--- config.mk ---
export PLATFORM = sky130hd
export DESIGN_NAME = moka_rv32_mem_arbiter
export DESIGN_NICKNAME = d
export VERILOG_FILES = /design/src/rtl/moka_rv32_mem_arbiter.sv
export SDC_FILE = /design/constraint.sdc
export NUM_CORES = 1
export LEC_CHECK = 0
export CAP_MARGIN = 20
export CORE_MARGIN = 2
export CORE_UTILIZATION = 25
export CTS_CLUSTER_SIZE = 20
export DETAILED_ROUTE_END_ITERATION = 6
export RECOVER_POWER = 25
export SLEW_MARGIN = 10
export SYNTH_ARGS = -nofsm -noshare
export SYNTH_HDL_FRONTEND = slang
export SYNTH_SLANG_ARGS = --single-unit
--- constraint.sdc ---
create_clock -name clk -period 5.19 [get_ports clk]
set_clock_uncertainty 0.15 [all_clocks]
set_input_delay 1.2975 -clock clk [delete_from_list [all_inputs] [get_ports clk]]
set_output_delay 1.2975 -clock clk [all_outputs]
set_load 0.01 [all_outputs]
--- src/rtl/moka_rv32_mem_arbiter.sv ---
// moka_rv32_mem_arbiter: shares one memory bus between the RV32I fetch and data ports.
// Define MEM_ARB_TIMEOUT_EN to abort an unacknowledged access after TIMEOUT cycles and raise bus_err_o.
module moka_rv32_mem_arbiter #(
  parameter int DATA_WIDTH = 32,
  parameter int MAX_WAIT   = 4,
  parameter int TIMEOUT    = 64
) (
  input  logic                  clk,
  input  logic                  rst_n,
  input  logic                  if_req_i,
  input  logic [DATA_WIDTH-1:0] if_addr_i,
  output logic [DATA_WIDTH-1:0] if_rdata_o,
  output logic                  if_valid_o,
  input  logic                  dm_req_i,
  input  logic                  dm_we_i,
  input  logic [DATA_WIDTH-1:0] dm_addr_i,
  input  logic [DATA_WIDTH-1:0] dm_wdata_i,
  output logic [DATA_WIDTH-1:0] dm_rdata_o,
  output logic                  dm_valid_o,
  output logic                  mem_req_o,
  output logic                  mem_we_o,
  output logic [DATA_WIDTH-1:0] mem_addr_o,
  output logic [DATA_WIDTH-1:0] mem_wdata_o,
  input  logic [DATA_WIDTH-1:0] mem_rdata_i,
  input  logic                  mem_ack_i,
  output logic                  stall_if_o,
  output logic                  stall_dm_o,
  output logic                  bus_err_o
);
  localparam logic [1:0] IDLE = 2'd0, BUSY_IF = 2'd1, BUSY_DM = 2'd2, RESP = 2'd3;
  localparam int SW = $clog2(MAX_WAIT + 1);
  localparam logic [DATA_WIDTH-1:0] ERR_DATA = DATA_WIDTH'(32'hDEAD_BEEF);
  logic [1:0] state_q, state_d;
  logic [SW-1:0] starve_q, starve_d;
  logic mem_req_q, mem_req_d, mem_we_q, mem_we_d;
  logic [DATA_WIDTH-1:0] mem_addr_q, mem_addr_d, mem_wdata_q, mem_wdata_d;
  logic [DATA_WIDTH-1:0] if_rdata_q, if_rdata_d, dm_rdata_q, dm_rdata_d, rdata;
  logic if_valid_q, if_valid_d, dm_valid_q, dm_valid_d;
  logic busy, done, timeout, grant_dm;
  assign busy = state_q == BUSY_IF || state_q == BUSY_DM;
  assign grant_dm = dm_req_i && (!if_req_i || starve_q < SW'(MAX_WAIT));
`ifdef MEM_ARB_TIMEOUT_EN
  localparam int TW = $clog2(TIMEOUT + 1);
  logic [TW-1:0] to_q, to_d;
  logic bus_err_q;
  // an ack in the timeout cycle wins, so the abort is qualified by !mem_ack_i
  assign timeout = busy && !mem_ack_i && to_q == TW'(TIMEOUT - 1);
  assign to_d = busy ? to_q + 1'b1 : '0;
  always_ff @(posedge clk or negedge rst_n) begin
    if (!rst_n) begin
      to_q      <= '0;
      bus_err_q <= 1'b0;
    end else begin
      to_q      <= to_d;
      bus_err_q <= bus_err_q | timeout;
    end
  end
  assign bus_err_o = bus_err_q;
`else
  assign timeout   = 1'b0;
  assign bus_err_o = 1'b0;
`endif
  assign done  = busy && (mem_ack_i || timeout);
  assign rdata = mem_ack_i ? mem_rdata_i : ERR_DATA;
  always_comb begin
    state_d     = state_q;
    starve_d    = starve_q;
    mem_req_d   = mem_req_q;
    mem_we_d    = mem_we_q;
    mem_addr_d  = mem_addr_q;
    mem_wdata_d = mem_wdata_q;
    if_valid_d  = done && state_q == BUSY_IF;
    dm_valid_d  = done && state_q == BUSY_DM;
    if_rdata_d  = if_valid_d ? rdata : if_rdata_q;
    dm_rdata_d  = dm_valid_d ? rdata : dm_rdata_q;
    case (state_q)
      IDLE: begin
        // a data grant with fetch waiting implies starve_q < MAX_WAIT, so no overflow
        starve_d = (grant_dm && if_req_i) ? starve_q + 1'b1 : '0;
        if (grant_dm) begin
          state_d     = BUSY_DM;
          mem_req_d   = 1'b1;
          mem_we_d    = dm_we_i;
          mem_addr_d  = dm_addr_i;
          mem_wdata_d = dm_wdata_i;
        end else if (if_req_i) begin
          state_d     = BUSY_IF;
          mem_req_d   = 1'b1;
          mem_we_d    = 1'b0;
          mem_addr_d  = if_addr_i;
          mem_wdata_d = '0;
        end
      end
      BUSY_IF, BUSY_DM: begin
        if (done) begin
          state_d   = RESP;
          mem_req_d = 1'b0;
        end
      end
      default: state_d = IDLE;
    endcase
  end
  always_ff @(posedge clk or negedge rst_n) begin
    if (!rst_n) begin
      state_q     <= IDLE;
      starve_q    <= '0;
      mem_req_q   <= 1'b0;
      mem_we_q    <= 1'b0;
      mem_addr_q  <= '0;
      mem_wdata_q <= '0;
      if_rdata_q  <= '0;
      if_valid_q  <= 1'b0;
      dm_rdata_q  <= '0;
      dm_valid_q  <= 1'b0;
    end else begin
      state_q     <= state_d;
      starve_q    <= starve_d;
      mem_req_q   <= mem_req_d;
      mem_we_q    <= mem_we_d;
      mem_addr_q  <= mem_addr_d;
      mem_wdata_q <= mem_wdata_d;
      if_rdata_q  <= if_rdata_d;
      if_valid_q  <= if_valid_d;
      dm_rdata_q  <= dm_rdata_d;
      dm_valid_q  <= dm_valid_d;
    end
  end
  assign mem_req_o   = mem_req_q;
  assign mem_we_o    = mem_we_q;
  assign mem_addr_o  = mem_addr_q;
  assign mem_wdata_o = mem_wdata_q;
  assign if_rdata_o  = if_rdata_q;
  assign if_valid_o  = if_valid_q;
  assign dm_rdata_o  = dm_rdata_q;
  assign dm_valid_o  = dm_valid_q;
  assign stall_if_o  = if_req_i && !if_valid_q;
  assign stall_dm_o  = dm_req_i && !dm_valid_q;
endmodule

## After elaboration in Yosys (flattened, before gate mapping)

Cells that the tools add are included.

| cells by class | value |
|---|---|
| add/subtract/negate cells | 1 |
| multiply operators | 0 |
| magnitude comparators | 1 |
| bitwise logic cells | 0 |
| divide/modulo/power cells | 0 |
| reductions and logical operators | 19 |
| eq/ne operators | 4 |
| mux-type cells | 16 |
| shift operators | 0 |

Operator list:

| operator | count |
|---|---|
| $mux W32 | 5 |
| $logic_and A1 B1 Y1 | 7 |
| $mux W2 | 3 |
| $mux W1 | 5 |
| $pmux W2 S2 | 1 |
| $reduce_and A2 Y1 | 2 |
| $reduce_bool A2 Y1 | 2 |
| $add A3 B1 Y3 const B | 1 |
| $logic_not A1 Y1 | 3 |
| $lt A3 B3 Y1 const B | 1 |
| $mux W3 | 1 |
| $ne A3 B3 Y1 const B | 1 |
| $reduce_and A3 Y1 | 1 |
| $eq A2 B1 Y1 const B | 1 |
| $eq A2 B2 Y1 const B | 1 |
| $logic_not A2 Y1 | 1 |
| $logic_or A1 B1 Y1 | 2 |
| $ne A2 B2 Y1 const B | 1 |
| $pmux W1 S2 | 1 |
| $reduce_or A2 Y1 | 1 |

| storage, ports and cells | value |
|---|---|
| bits in read-only memories | 0 |
| latch bits | 0 |
| register bits after elaboration | 137 |
| input port bits | 134 |
| memories | 0 |
| logic and storage cells | 51 |
| output and inout bits | 135 |
| memory bits (writable) | 0 |

## Logic depth before layout (Yosys ltp)

Gate-level depths: netlist of the first run.

| logic depth | value |
|---|---|
| depth after elaboration | 5 |
| depth in mapped cells | 8 |
| gate-level depth less buffers | 5 |

## Worst setup path after synthesis of the first run

OpenSTA, ideal clock, no wires.

| timing path | value |
|---|---|
| kind | input to output |
| start point | input dm_req_i |
| end point | output stall_dm_o |
| stages | 1 |
| slack | 2.248 ns |
| buffers on the path | 0 |
| required time | 3.743 ns |
| data arrival time | 1.495 ns |
| cell sequence | nor2b_1 |

| on the way | value |
|---|---|
| cells in the longest elaborated chain, start to end | 1 |

Ends and longest elaborated chain:

| item | RTL line | RTL |
|---|---|---|
| start: declaration | 14 | `input logic dm_req_i,` |
| $logic_and A1 B1 Y1 | 137 | `assign stall_dm_o = dm_req_i && !dm_valid_q;` |
| end: declaration | 27 | `output logic stall_dm_o,` |

Every way passes these cells.

## Worst setup path in the final report of the first run

| timing path | value |
|---|---|
| start point | input if_req_i |
| end point | output stall_if_o |

| on the way | value |
|---|---|
| cells in the longest elaborated chain, start to end | 1 |

Ends and longest elaborated chain:

| item | RTL line | RTL |
|---|---|---|
| start: declaration | 10 | `input logic if_req_i,` |
| $logic_and A1 B1 Y1 | 136 | `assign stall_if_o = if_req_i && !if_valid_q;` |
| end: declaration | 26 | `output logic stall_if_o,` |

Every way passes these cells.

==> results.md, run 1 <==
- The flow ran to the end, but the final reports show violations.
- Port buffering added 267 buffers.
- The clock drives 137 sinks.
- Routability-driven placement finished with a final weighted congestion of 0.8427.
- The number of buffers and inverters on the critical path is 2.
- In this run the worst path has a maximum fanout of 5.
- The hold violation count in the final report was 0.
- By area the synthesized netlist is led by sky130_fd_sc_hd__dfrtp_1 63%, sky130_fd_sc_hd__mux2_2 13%, sky130_fd_sc_hd__mux2i_1 5.9%, sky130_fd_sc_hd__a22o_1 5.3%, sky130_fd_sc_hd__o21ai_0 2.9%.
- The synthesized design spends more area on one cell type than any other, namely sky130_fd_sc_hd__dfrtp_1.
- For this run the aggregate overflow at the end of global routing stands at 0.
- Setup violations remaining at the end of the flow were counted as 0.
- The number of filler cells placed in the layout is 2012.
- The endpoint arrival time on the critical path is 2.82 ns.
- No sink is reached through more buffers than the 2 on the longest clock path.
- The synthesized netlist net count is 529.
- The core region is 21620 um^2.
- Setup repair after global routing left no endpoint under its margin.
- The number of top-level design ports is 269.
- Measured along the y axis, the die boundary spans 151.9 um.
- The xor and xnor area share after synthesis is 0%.
- The netlist uses 27 different library cells.
- The global-route wire length before repair is 25010 um.
- The kind of start point of the critical path is an input port.
- After clock tree synthesis, the clock-pin slew on the worst setup and hold paths is 0.06 ns.
- The portion of the post-synthesis area used by sequential elements is 62.71%.
- The required time at the worst-slack endpoint is 3.74 ns.
- The area growth from synthesis to layout is 65.03%.
- The simple-gate share of the synthesized area is 3.616%.
- The number of max-slew violations in the final report came to 31.
- At the later pin of the worst-skew pair, clock insertion delay measures 0.41 ns.
- After clock tree synthesis, the setup repair step added 0 buffers.
- TritonCTS created 17 clock buffers.
- The number of levels in the clock H-tree is 4.
- The largest single stage delay on the critical path is 0.67 ns.
- The internal power component is 3.814 mW.
- The cell family with the largest share of critical-path delay is buffers and inverters.
- Summing the areas of all compound-gate instances in the mapped netlist gives 9.888% of the synthesized area.
- The dominant combinational cell family by area after synthesis is multiplexers.
- The share of the clock period used by the worst path is 82.28%.
- Yosys printed 0 warnings.
- Summed over all layers, the routed wires come to 15210 um.
- For this run, design rule violations remaining after detail routing come to 0.
- For this configuration, the core starts out at a cell density of 25.28%.
- The post-cts hold buffer count is 0.
- The share of final-layout standard cells stronger than drive strength 1 is 16.14%.
- The portion of synthesized area spent on multiplexers is 19.25%.
- The routed layout has 4098 vias.
- The flip-flop and latch count after synthesis is 137.
- The net switching power is 1.755 mW.
- In this run the static leakage power is 3.899 nW.
- The maximum vdd ir drop is 0.0002418 V.
- The switching portion of total power is 31.52%.
- The detailed-route wire length per cell is 16.01 um.
- Summed over all nets, the half-perimeter wirelength after detailed placement is 10870 um.
- The area share of the largest cell type after synthesis is 62.71%.
- After floorplanning, the core was divided into 54 placement rows.
- The path class of the tightest hold or removal check is reg2reg.
- The number of iterations in the first detailed-routing pass is 4.
- The max capacitance violation total is 1.
- The synthesized area is 5466 um^2.
- The cell count after synthesis is 390.
- Leaving out fill and tap cells, the most frequent cells in the layout are 265 x sky130_fd_sc_hd__clkdlybuf4s50_1, 137 x sky130_fd_sc_hd__dfrtp_1, 65 x sky130_fd_sc_hd__mux2_2.
- The horizontal die dimension is 151.9 um.
- The area enclosed by the die boundary is 23060 um^2.
- The via count of the first global-routing pass is 4574.
- After the first detailed-routing iteration, the DRC count stood at 115.
- The synthesized area per cell is 14.02 um^2.
- The minimum clock period after layout is 4.270 ns.
- The kind of critical path is in2out.
- The highest clock frequency the design can meet is 234.2 MHz.
- After layout, the worst setup slack is 0.9197 ns.
- The power density over the cells is 617.4 nW/um^2.
- The most frequent standard cell in the layout excluding fill and tap cells is sky130_fd_sc_hd__clkdlybuf4s50_1.
- The tree is rooted in a sky130_fd_sc_hd__clkbuf_16.
- The critical-path cell with the highest stage delay is sky130_fd_sc_hd__dlygate4sd3_1.
- Of the total power, the clock network draws 22.8%.
- The final reports fail on capacitance limit, slew limit.
- In this run the remaining antenna-violating nets after routing total 0.
- The total negative slack for setup checks is 0 ns.
- The completed layout was analyzed and its total power is 5.570 mW.
- The total placed instance area is 8386 um^2.
- Timing analysis after detailed placement gives a worst setup slack of 0.9701 ns.
- The initial antenna violation count is 1.
- In the final design database the tool counted 795 nets.
- Per report_power, the combinational group accounts for 43.3% of the total.
- Registers are responsible for 33.9% of the overall power.
- The number of gates resized after CTS was 0.
- At the pin with the least slew margin, the transition time is 1.544 ns.
- The total routing resource utilization after global routing is 13.50%.
- Headroom to the max-slew limit came out at -2.947%.
- After routing the design area is 9021 um^2.
- The maximum number of pins on one net before global-route repair is 73.
- The via density per instance is 4.314.
- Walking the worst path, the cells encountered are dlygate4sd3_1 -> nor2b_1 -> clkdlybuf4s50_1.
- Once layout is complete, the utilization of the core stands at 41.72%.
- The nature of the critical path endpoint is an output port.
- The adder and majority cell fraction of the synthesized area is 1.144%.
- TritonCTS built the clock tree.
## worst reg2reg max path: cells and delay by family (launching register included)
| kind | cells | cell delay (ns) |
|---|---|---|
| multiplexers | 1 | 0.60 |
| adder cells (fa/ha/maj) | 1 | 0.37 |
| AND/OR/NAND/NOR | 1 | 0.73 |
| flip-flops | 1 | 0.42 |
| buffers and inverters | 1 | 0.10 |
## metrics by stage
stage	cells	hold WS [ns]
final	950	0.3287
after global placement	916	0.3150
after CTS	948	0.3361
after global routing	949	0.3651
after floorplan	390	0.3087
after detailed placement	916	0.3217
## kinds of logic after synthesis
| kind of cell | Yosys count |
|---|---|
| AO/OA/AOI/OAI | 75 |
| adder cells (fa/ha/maj) | 5 |
| buffers and inverters | 30 |
| flip-flops | 137 |
| multiplexers | 97 |
| other | 1 |
| AND/OR/NAND/NOR | 45 |
## cell usage after synthesis
cell type                   number
sky130_fd_sc_hd__mux2_2         65
sky130_fd_sc_hd__clkbuf_1        7
sky130_fd_sc_hd__nand2_1        36
sky130_fd_sc_hd__nand3_1         1
sky130_fd_sc_hd__or3b_1          1
sky130_fd_sc_hd__buf_2          10
sky130_fd_sc_hd__nand3b_1        2
sky130_fd_sc_hd__nor2_1          1
sky130_fd_sc_hd__inv_1           5
sky130_fd_sc_hd__buf_6           7
sky130_fd_sc_hd__dfrtp_1       137
sky130_fd_sc_hd__ha_1            5
sky130_fd_sc_hd__o2bb2ai_1       4
sky130_fd_sc_hd__mux2i_1        32
sky130_fd_sc_hd__a22o_1         33
sky130_fd_sc_hd__nand2b_1        1
sky130_fd_sc_hd__conb_1          1
sky130_fd_sc_hd__o21ai_0        32
sky130_fd_sc_hd__buf_4           1
sky130_fd_sc_hd__o2bb2ai_2       1
sky130_fd_sc_hd__a21boi_0        1
sky130_fd_sc_hd__nor2b_1         2
sky130_fd_sc_hd__nor2_4          1
sky130_fd_sc_hd__o21ba_1         1
sky130_fd_sc_hd__a21bo_1         1
sky130_fd_sc_hd__o21ai_2         1
sky130_fd_sc_hd__a21oi_1         1
## power groups by stage
| stage | clock [mW] | sequential [mW] | combinational [mW] |
|---|---|---|---|
| 3_5_place_dp | 0 | 1.91 | 2.44 |
| 5_1_grt | 1.37 | 1.96 | 2.61 |
| 3_3_place_gp | 0 | 1.88 | 2.40 |
| 6_report | 1.27 | 1.89 | 2.41 |
| 2_1_floorplan | 0 | 2.12 | 0.808 |
| 4_1_cts | 1.32 | 1.90 | 2.44 |
## layout make-up
type                            instances  area [um^2]  share of cell area [%]
Inverter                                5        18.77                  0.2080
Multi-Input combinational cell        223         1872                   20.75
Tap cell                              280        350.3                   3.883
Antenna cell                            1        2.502                 0.02774
Clock buffer                           17        425.4                   4.716
Sequential cell                       137         3428                   38.00
Timing Repair Buffer                  272         2733                   30.29
Clock inverter                         15        191.4                   2.122
## routing by layer
| metal | global-route usage, % | part of all wire, % |
|---|---|---|
| met2 | 22.33 | 48 |
| met5 | 0 | 0 |
| met3 | 5.733 | 9.5 |
| met1 | 15.78 | 41 |
| met4 | 4.628 | 1.4 |
## worst paths after layout
path | slack (ns) | startpoint | cells after the start | to
worst max-delay path | 0.92 | if_req_i | 3 | stall_if_o
worst min-delay path | 0.33 | mem_addr_o[4] | 2 | mem_addr_o[4]
worst max register to register | 2.71 | state_q[1] | 4 | dm_rdata_o[28]
worst min register to register | 0.33 | mem_addr_o[4] | 2 | mem_addr_o[4]
max in group asynchronous | 2.25 | rst_n | 2 | dm_rdata_o[1]
min in group asynchronous | 0.75 | rst_n | 1 | mem_addr_o[5]
## registers in the layout, indices dropped and copies added (netlist names), 2 cells and up
name and count:
dm_rdata_o 32, if_rdata_o 32, mem_addr_o 32, mem_wdata_o 32, starve_q 3, state_q 2
Power figures use the tool's default switching activity.
==> inputs of run 2 (changes only) <==
clock period = 3.55 ns   (was 5.19 ns; I/O delays follow)
==> results.md, run 2 (synthesis gave the netlist of run 1 again) <==
- The headroom to the max-slew limit is -38.68% (was -2.947%).
- The maximum vdd ir drop came to 0.0003984 V (was 0.0002418 V).
- The number of buffers inserted by post-CTS setup repair was 0 (unchanged).
- The horizontal die dimension is 151.9 um (unchanged).
- The net total in the final layout is 801 (was 795).
- The number of design rule violations left after detail routing is 0 (unchanged).
- The required time at the worst-slack endpoint is 2.51 ns (was 3.74 ns).
- The clock slew seen by the registers of the worst setup and hold paths came to 0.06 ns (about the same).
- The smallest clock period supported by the final layout is computed as 3.230 ns.
- The worst reg-to-reg path cell count is 5 (was 4).
- The area enclosed by the die boundary is 23060 um^2 (unchanged).
- The share of final-layout standard cells stronger than drive strength 1 is 16.59% (was 16.14%).
- The core utilization of the finished layout came to 41.79% (was 41.72%).
- The number of top-level design ports came to 269 (unchanged).
- The portion of total power attributed to sequential cells is 34.2% (was 33.9%).
- The kind of start point of the critical path is an input port (unchanged).
- Most frequent cells in the layout: 265 x sky130_fd_sc_hd__clkdlybuf4s50_1, 137 x sky130_fd_sc_hd__dfrtp_1, 65 x sky130_fd_sc_hd__mux2_2 (unchanged).
- The post-place setup slack is 0.2987 ns (was 0.9701 ns).
- The routed wire length is 15040 um (was 15210 um).
- The placeable core region was 21620 um^2 (unchanged).
- The kind of critical path is in2out (unchanged).
- The total routing resource utilization after global routing is 13.45% (was 13.50%).
- The number of levels in the clock H-tree came to 4 (unchanged).
- The leakage dissipation is 3.907 nW (was 3.899 nW).
- The register-to-register path setup slack is 1.50 ns (was 2.71 ns).
- The max capacitance violation total is 1 (unchanged).
- The final number of setup-violating endpoints is 0 (unchanged).
- The root buffer selected by CTS is sky130_fd_sc_hd__clkbuf_16 (unchanged).
- The sink count of the clock tree came to 137 (unchanged).
- The slack of the critical path came to 0.3196 ns (was 0.9197 ns).
- The TritonCTS clock tree is done (unchanged).
- The number of iterations in the first detailed-routing pass was 4 (unchanged).
- The number of max-slew violations in the final report is 83 (was 31).
- The class of the tightest hold or removal check was reg2reg (unchanged).
- The via count of the first global-routing pass is 4537 (was 4574).
- The worst-margin pin slew came to 2.080 ns (was 1.544 ns).
- The proportion of power drawn by combinational gates came to 43.4% (was 43.3%).
- The die height came to 151.9 um (unchanged).
- The half-perimeter wire length after detailed placement is 10910 um (was 10870 um).
- The number of I/O port buffers is 267 (unchanged).
- The starting density of the core was 25.28% (unchanged).
- The hold violation count in the final report was 0 (unchanged).
- The clock network latency to the later pin of the worst-skew pair is 0.40 ns (was 0.41 ns).
- The endpoint of the worst register-to-register path is dm_rdata_o[24] (was dm_rdata_o[28]).
- Derived from the worst setup path, the maximum achievable clock frequency is 309.6 MHz.
- The number of core rows is 54 (unchanged).
- The total negative slack for setup checks was 0 ns (unchanged).
- The DRC marker count from the first detailed-route iteration is 133 (was 115).
- The post-cts hold buffer count was 0 (unchanged).
- The number of buffers added by the clock tree synthesis step is 17 (unchanged).
- The last weighted congestion value of the routability-driven placer is 0.8391 (was 0.8427).
- The final global-route overflow total is 0 (unchanged).
- The global-route wire length before repair is 24720 um (was 25010 um).
- The area growth from synthesis to final layout is 65.28% (was 65.03%).
- The maximum cell stage delay along the critical path is 0.58 ns (was 0.67 ns).
- The most frequent standard cell in the layout excluding fill and tap cells was sky130_fd_sc_hd__clkdlybuf4s50_1 (unchanged).
- The share of the clock period used by the worst path is 91.00%.
- The power density over the cells is 893.3 nW/um^2 (was 617.4 nW/um^2).
- The worst reg2reg path startpoint is state_q[1] (unchanged).
- The clock network fraction of design power is 22.4% (was 22.8%).
- The first element of the critical path is if_req_i (unchanged).
- The cell family with the largest share of critical-path delay is buffers and inverters (unchanged).
- The nature of the critical path endpoint is an output port (unchanged).
- The count of cells resized by post-cts repair was 0 (unchanged).
- The via density per instance is 4.329 (was 4.314).
- Critical path cell sequence: clkdlybuf4s50_1 -> nor2b_1 -> clkdlybuf4s50_1 (was dlygate4sd3_1 -> nor2b_1 -> clkdlybuf4s50_1).
- The net switching power was 2.508 mW (was 1.755 mW).
- The non-filler instance count after layout is 955 (was 950).
- The number of cells on the critical path is 3 (unchanged).
- The endpoint arrival time on the critical path is 2.19 ns (was 2.82 ns).
- The number of buffers on the longest clock path came to 2 (unchanged).
- The total instance count after detailed placement came to 923 (was 916).
- The detailed-route wire length per cell is 15.75 um (was 16.01 um).
- Violated checks: capacitance limit, slew limit (unchanged).
- The endpoint of the most critical setup path is stall_if_o (unchanged).
- The critical-path cell with the highest stage delay is sky130_fd_sc_hd__clkdlybuf4s50_1 (was sky130_fd_sc_hd__dlygate4sd3_1).
- The most common cell type on the critical path is sky130_fd_sc_hd__clkdlybuf4s50_1.
- The remaining number of nets flagged by the antenna check after routing is 0 (unchanged).
- The number of buffers and inverters on the critical path is 2 (unchanged).
- The maximum fanout along the worst path came to 2 (was 5).
- The internal power component is 5.563 mW (was 3.814 mW).
- The worst hold path stage count came to 2 (unchanged).
- The total number of vias came to 4134 (was 4098).
- Status: complete, but fails checks (unchanged).
- The switching portion of total power came to 31.08% (was 31.52%).
- The count of inserted antenna diode cells is 0 (was 1).
- RSZ-0062 raised after global routing: no (unchanged).
- The tightest hold margin is 0.3283 ns (was 0.3287 ns).
- The initial antenna violation count was 1 (unchanged).
- The maximum number of pins on one net before global-route repair is 83 (was 73).
## run 2: cell types whose count changed in the layout (fill, tap and decap cells not counted), sizes merged
cell / delta
clkbuf: +4
clkinvlp: +1
diode: -1
inv: -4
clkinv: +1
buf: +4
## run 2: per-layer routing
layer	track usage, %	part of all wire (%)
met1	15.39	41
met2	22.20	48
met3	6.560	10
met4	4.183	1.3
met5	0	0
## run 2: power by group through the flow
| stage | combinational, mW | sequential (mW) | clock (mW) |
|---|---|---|---|
| 2_1_floorplan | 1.18 | 3.10 | 0 |
| 3_3_place_gp | 3.49 | 2.74 | 0 |
| 3_5_place_dp | 3.55 | 2.78 | 0 |
| 4_1_cts | 3.56 | 2.77 | 1.88 |
| 5_1_grt | 3.78 | 2.87 | 1.97 |
| 6_report | 3.50 | 2.76 | 1.81 |
## run 2: tightest hold or removal path, cell delays in order (launching register included)
cell	delay, ns
sky130_fd_sc_hd__dfrtp_1	0.33
sky130_fd_sc_hd__nand2_1	0.05
sky130_fd_sc_hd__o21ai_0	0.06
## run 2: how the worst min path moves through the flow
stage,start,end,slack (ns)
2_1_floorplan,starve_q[1],starve_q[1],0.31
3_3_place_gp,mem_addr_o[0],mem_addr_o[0],0.32
3_5_place_dp,mem_addr_o[26],mem_addr_o[26],0.32
4_1_cts,mem_addr_o[19],mem_addr_o[19],0.33
5_1_grt,mem_addr_o[16],mem_addr_o[16],0.36
6_report,mem_addr_o[19],mem_addr_o[19],0.33
## run 2: area by class of cell
cell class | instances | area [um^2]
Fill cell | 2030 | 12590
Sequential cell | 137 | 3428
Timing Repair Buffer | 278 | 2755
Multi-Input combinational cell | 223 | 1872
Clock buffer | 19 | 442.9
Tap cell | 280 | 350.3
Clock inverter | 13 | 167.7
Inverter | 5 | 18.77
## run 2: through the flow
stage | cell area, um^2 | power [mW]
floorplan | 5466 | 4.281
global placement | 8438 | 6.235
detailed placement | 8438 | 6.329
CTS | 9049 | 8.208
global route | 9035 | 8.612
finish | 9035 | 8.071
==> inputs of run 3 (changes only) <==
PLACE_DENSITY = 0.58   (was not set)
==> results.md, run 3 (synthesis gave the netlist of run 1 again) <==
- The detailed-route wire length per cell is 16.42 um (was 15.75 um).
- The sink count of the clock tree came to 137 (unchanged).
- The count of cells resized by post-cts repair was 0 (unchanged).
- The DRC marker count from the first detailed-route iteration is 114 (was 133).
- The horizontal die dimension is 151.9 um (unchanged).
- The share of the clock period used by the worst path is 89.54% (was 91.00%).
- The net total in the final layout is 799 (was 801).
- The share of final-layout standard cells stronger than drive strength 1 came to 16.20% (was 16.59%).
- The initial antenna violation count is 0 (was 1).
- The total number of vias came to 4137 (was 4134).
- The clock slew seen by the registers of the worst setup and hold paths is 0.06 ns (about the same).
- The class of the tightest hold or removal check is reg2reg (unchanged).
- The worst reg-to-reg path cell count is 5 (unchanged).
- The worst hold path stage count is 2 (unchanged).
- The startpoint of the lowest-slack hold path was mem_addr_o[10] (was mem_addr_o[19]).
- The power density over the cells is 898.2 nW/um^2 (was 893.3 nW/um^2).
- The via density per instance was 4.341 (was 4.329).
- The global-route wire length before repair is 25610 um (was 24720 um).
- The TritonCTS clock tree is done (unchanged).
- The number of buffers added by the clock tree synthesis step was 17 (unchanged).
- The hold violation count in the final report is 0 (unchanged).
- The maximum fanout along the worst path is 2 (unchanged).
- The starting density of the core is 25.28% (unchanged).
- Most frequent cells in the layout: 266 x sky130_fd_sc_hd__clkdlybuf4s50_1, 137 x sky130_fd_sc_hd__dfrtp_1, 65 x sky130_fd_sc_hd__mux2_2 (was 265 x sky130_fd_sc_hd__clkdlybuf4s50_1, 137 x sky130_fd_sc_hd__dfrtp_1, 65 x sky130_fd_sc_hd__mux2_2).
- Status: complete, but fails checks (unchanged).
- The register-to-register path setup slack came to 1.52 ns (was 1.50 ns).
- The worst-margin pin slew was 1.753 ns (was 2.080 ns).
- The routed wire length is 15650 um (was 15040 um).
- The number of max-slew violations in the final report came to 29 (was 83).
- The number of core rows is 54 (unchanged).
- The last weighted congestion value of the routability-driven placer is 0.8290 (was 0.8391).
- The final global-route overflow total is 0 (unchanged).
- The total placed instance area is 8458 um^2 (was 8438 um^2).
- The most frequent standard cell in the layout excluding fill and tap cells was sky130_fd_sc_hd__clkdlybuf4s50_1 (unchanged).
- The endpoint of the worst register-to-register path was dm_rdata_o[2] (was dm_rdata_o[24]).
- The placeable core region was 21620 um^2 (unchanged).
- The kind of critical path is in2out (unchanged).
- The half-perimeter wire length after detailed placement was 11370 um (was 10910 um).
- The number of buffers inserted by post-CTS setup repair was 0 (unchanged).
- The total negative slack for setup checks is 0 ns (unchanged).
- The number of I/O port buffers is 267 (unchanged).
- The root buffer selected by CTS is sky130_fd_sc_hd__clkbuf_16 (unchanged).
- The kind of start point of the critical path is an input port (unchanged).
- The die height is 151.9 um (unchanged).
- The number of design rule violations left after detail routing is 0 (unchanged).
- The headroom to the max-slew limit is -16.86% (was -38.68%).
- The worst reg2reg path startpoint is state_q[0] (was state_q[1]).
- The number of top-level design ports was 269 (unchanged).
- The leakage dissipation is 3.929 nW (was 3.907 nW).
- RSZ-0062 raised after global routing: no (unchanged).
- The number of levels in the clock H-tree came to 4 (unchanged).
- The area enclosed by the die boundary is 23060 um^2 (unchanged).
- The worst min-delay path endpoint was mem_addr_o[10] (was mem_addr_o[19]).
- The total routing resource utilization after global routing came to 13.98% (was 13.45%).
- The max capacitance violation total is 1 (unchanged).
- The core utilization of the finished layout is 42.00% (was 41.79%).
- The post-place setup slack is 0.3603 ns (was 0.2987 ns).
- The clock network latency to the later pin of the worst-skew pair is 0.41 ns (was 0.40 ns).
- The endpoint arrival time on the critical path came to 2.14 ns (was 2.19 ns).
- The final number of setup-violating endpoints is 0 (unchanged).
- The highest clock frequency the design can meet was 314.6 MHz (was 309.6 MHz).
- The required time at the worst-slack endpoint is 2.51 ns (about the same).
- The number of buffers on the longest clock path came to 2 (unchanged).
- Violated checks: capacitance limit, slew limit (unchanged).
- The nature of the critical path endpoint is an output port (unchanged).
- The post-cts hold buffer count came to 0 (unchanged).
- The remaining number of nets flagged by the antenna check after routing was 0 (unchanged).
- The count of inserted antenna diode cells is 0 (unchanged).
- The minimum clock period after layout came to 3.179 ns (was 3.230 ns).
- The maximum vdd ir drop is 0.0003575 V (was 0.0003984 V).
- The via count of the first global-routing pass came to 4578 (was 4537).
- The area growth from synthesis to final layout is 66.10% (was 65.28%).
- The final design area excluding fillers is 9080 um^2 (was 9035 um^2).
- The number of iterations in the first detailed-routing pass was 4 (unchanged).
- The slack of the critical path was 0.3714 ns (was 0.3196 ns).
- The maximum number of pins on one net before global-route repair is 76 (was 83).
## run 3: where the power goes
part	switching, mW	leakage (nW)	internal, mW
clock	0.668	0.307	1.21
sequential	0.422	1.69	2.34
combinational	1.41	1.93	2.10
total	2.50	3.93	5.66
## run 3: worst max-delay path by stage
| stage | startpoint | endpoint | slack (ns) | cells after the start |
|---|---|---|---|---|
| CTS | if_req_i | stall_if_o | 0.34 | 3 |
| floorplan | dm_req_i | stall_dm_o | 1.43 | 1 |
| global route | dm_req_i | stall_dm_o | 0.30 | 3 |
| global placement | dm_req_i | stall_dm_o | 0.31 | 3 |
| finish | dm_req_i | stall_dm_o | 0.37 | 3 |
| detailed placement | if_req_i | stall_if_o | 0.36 | 3 |
## run 3: area by class of cell
class / instances / area (um^2)
Clock buffer: 21 / 460.4
Sequential cell: 137 / 3428
Timing Repair Buffer: 276 / 2784
Inverter: 5 / 18.77
Clock inverter: 11 / 168.9
Multi-Input combinational cell: 223 / 1869
Tap cell: 280 / 350.3
Fill cell: 2024 / 12540
## run 3: worst max-delay path, stage by stage
cell	delay, ns
sky130_fd_sc_hd__clkdlybuf4s50_1	0.51
sky130_fd_sc_hd__nor2b_1	0.16
sky130_fd_sc_hd__clkdlybuf4s50_1	0.58
## run 3: metrics by stage
step / cells / power [mW] / hold slack, ns
5_1_grt: 953 / 8.666 / 0.3653
3_3_place_gp: 921 / 6.253 / 0.3122
2_1_floorplan: 390 / 4.281 / 0.3087
6_report: 953 / 8.156 / 0.3295
4_1_cts: 953 / 8.298 / 0.1883
3_5_place_dp: 921 / 6.355 / 0.3248
## run 3: metal layers
layer	global-route usage (%)	vias to the layer above	part of all wire, %
li1	-	1928	-
met3	5.220	23	7.0
met4	4.584	0	1.8
met1	16.00	2029	40
met2	24.17	157	51
met5	0	-	0
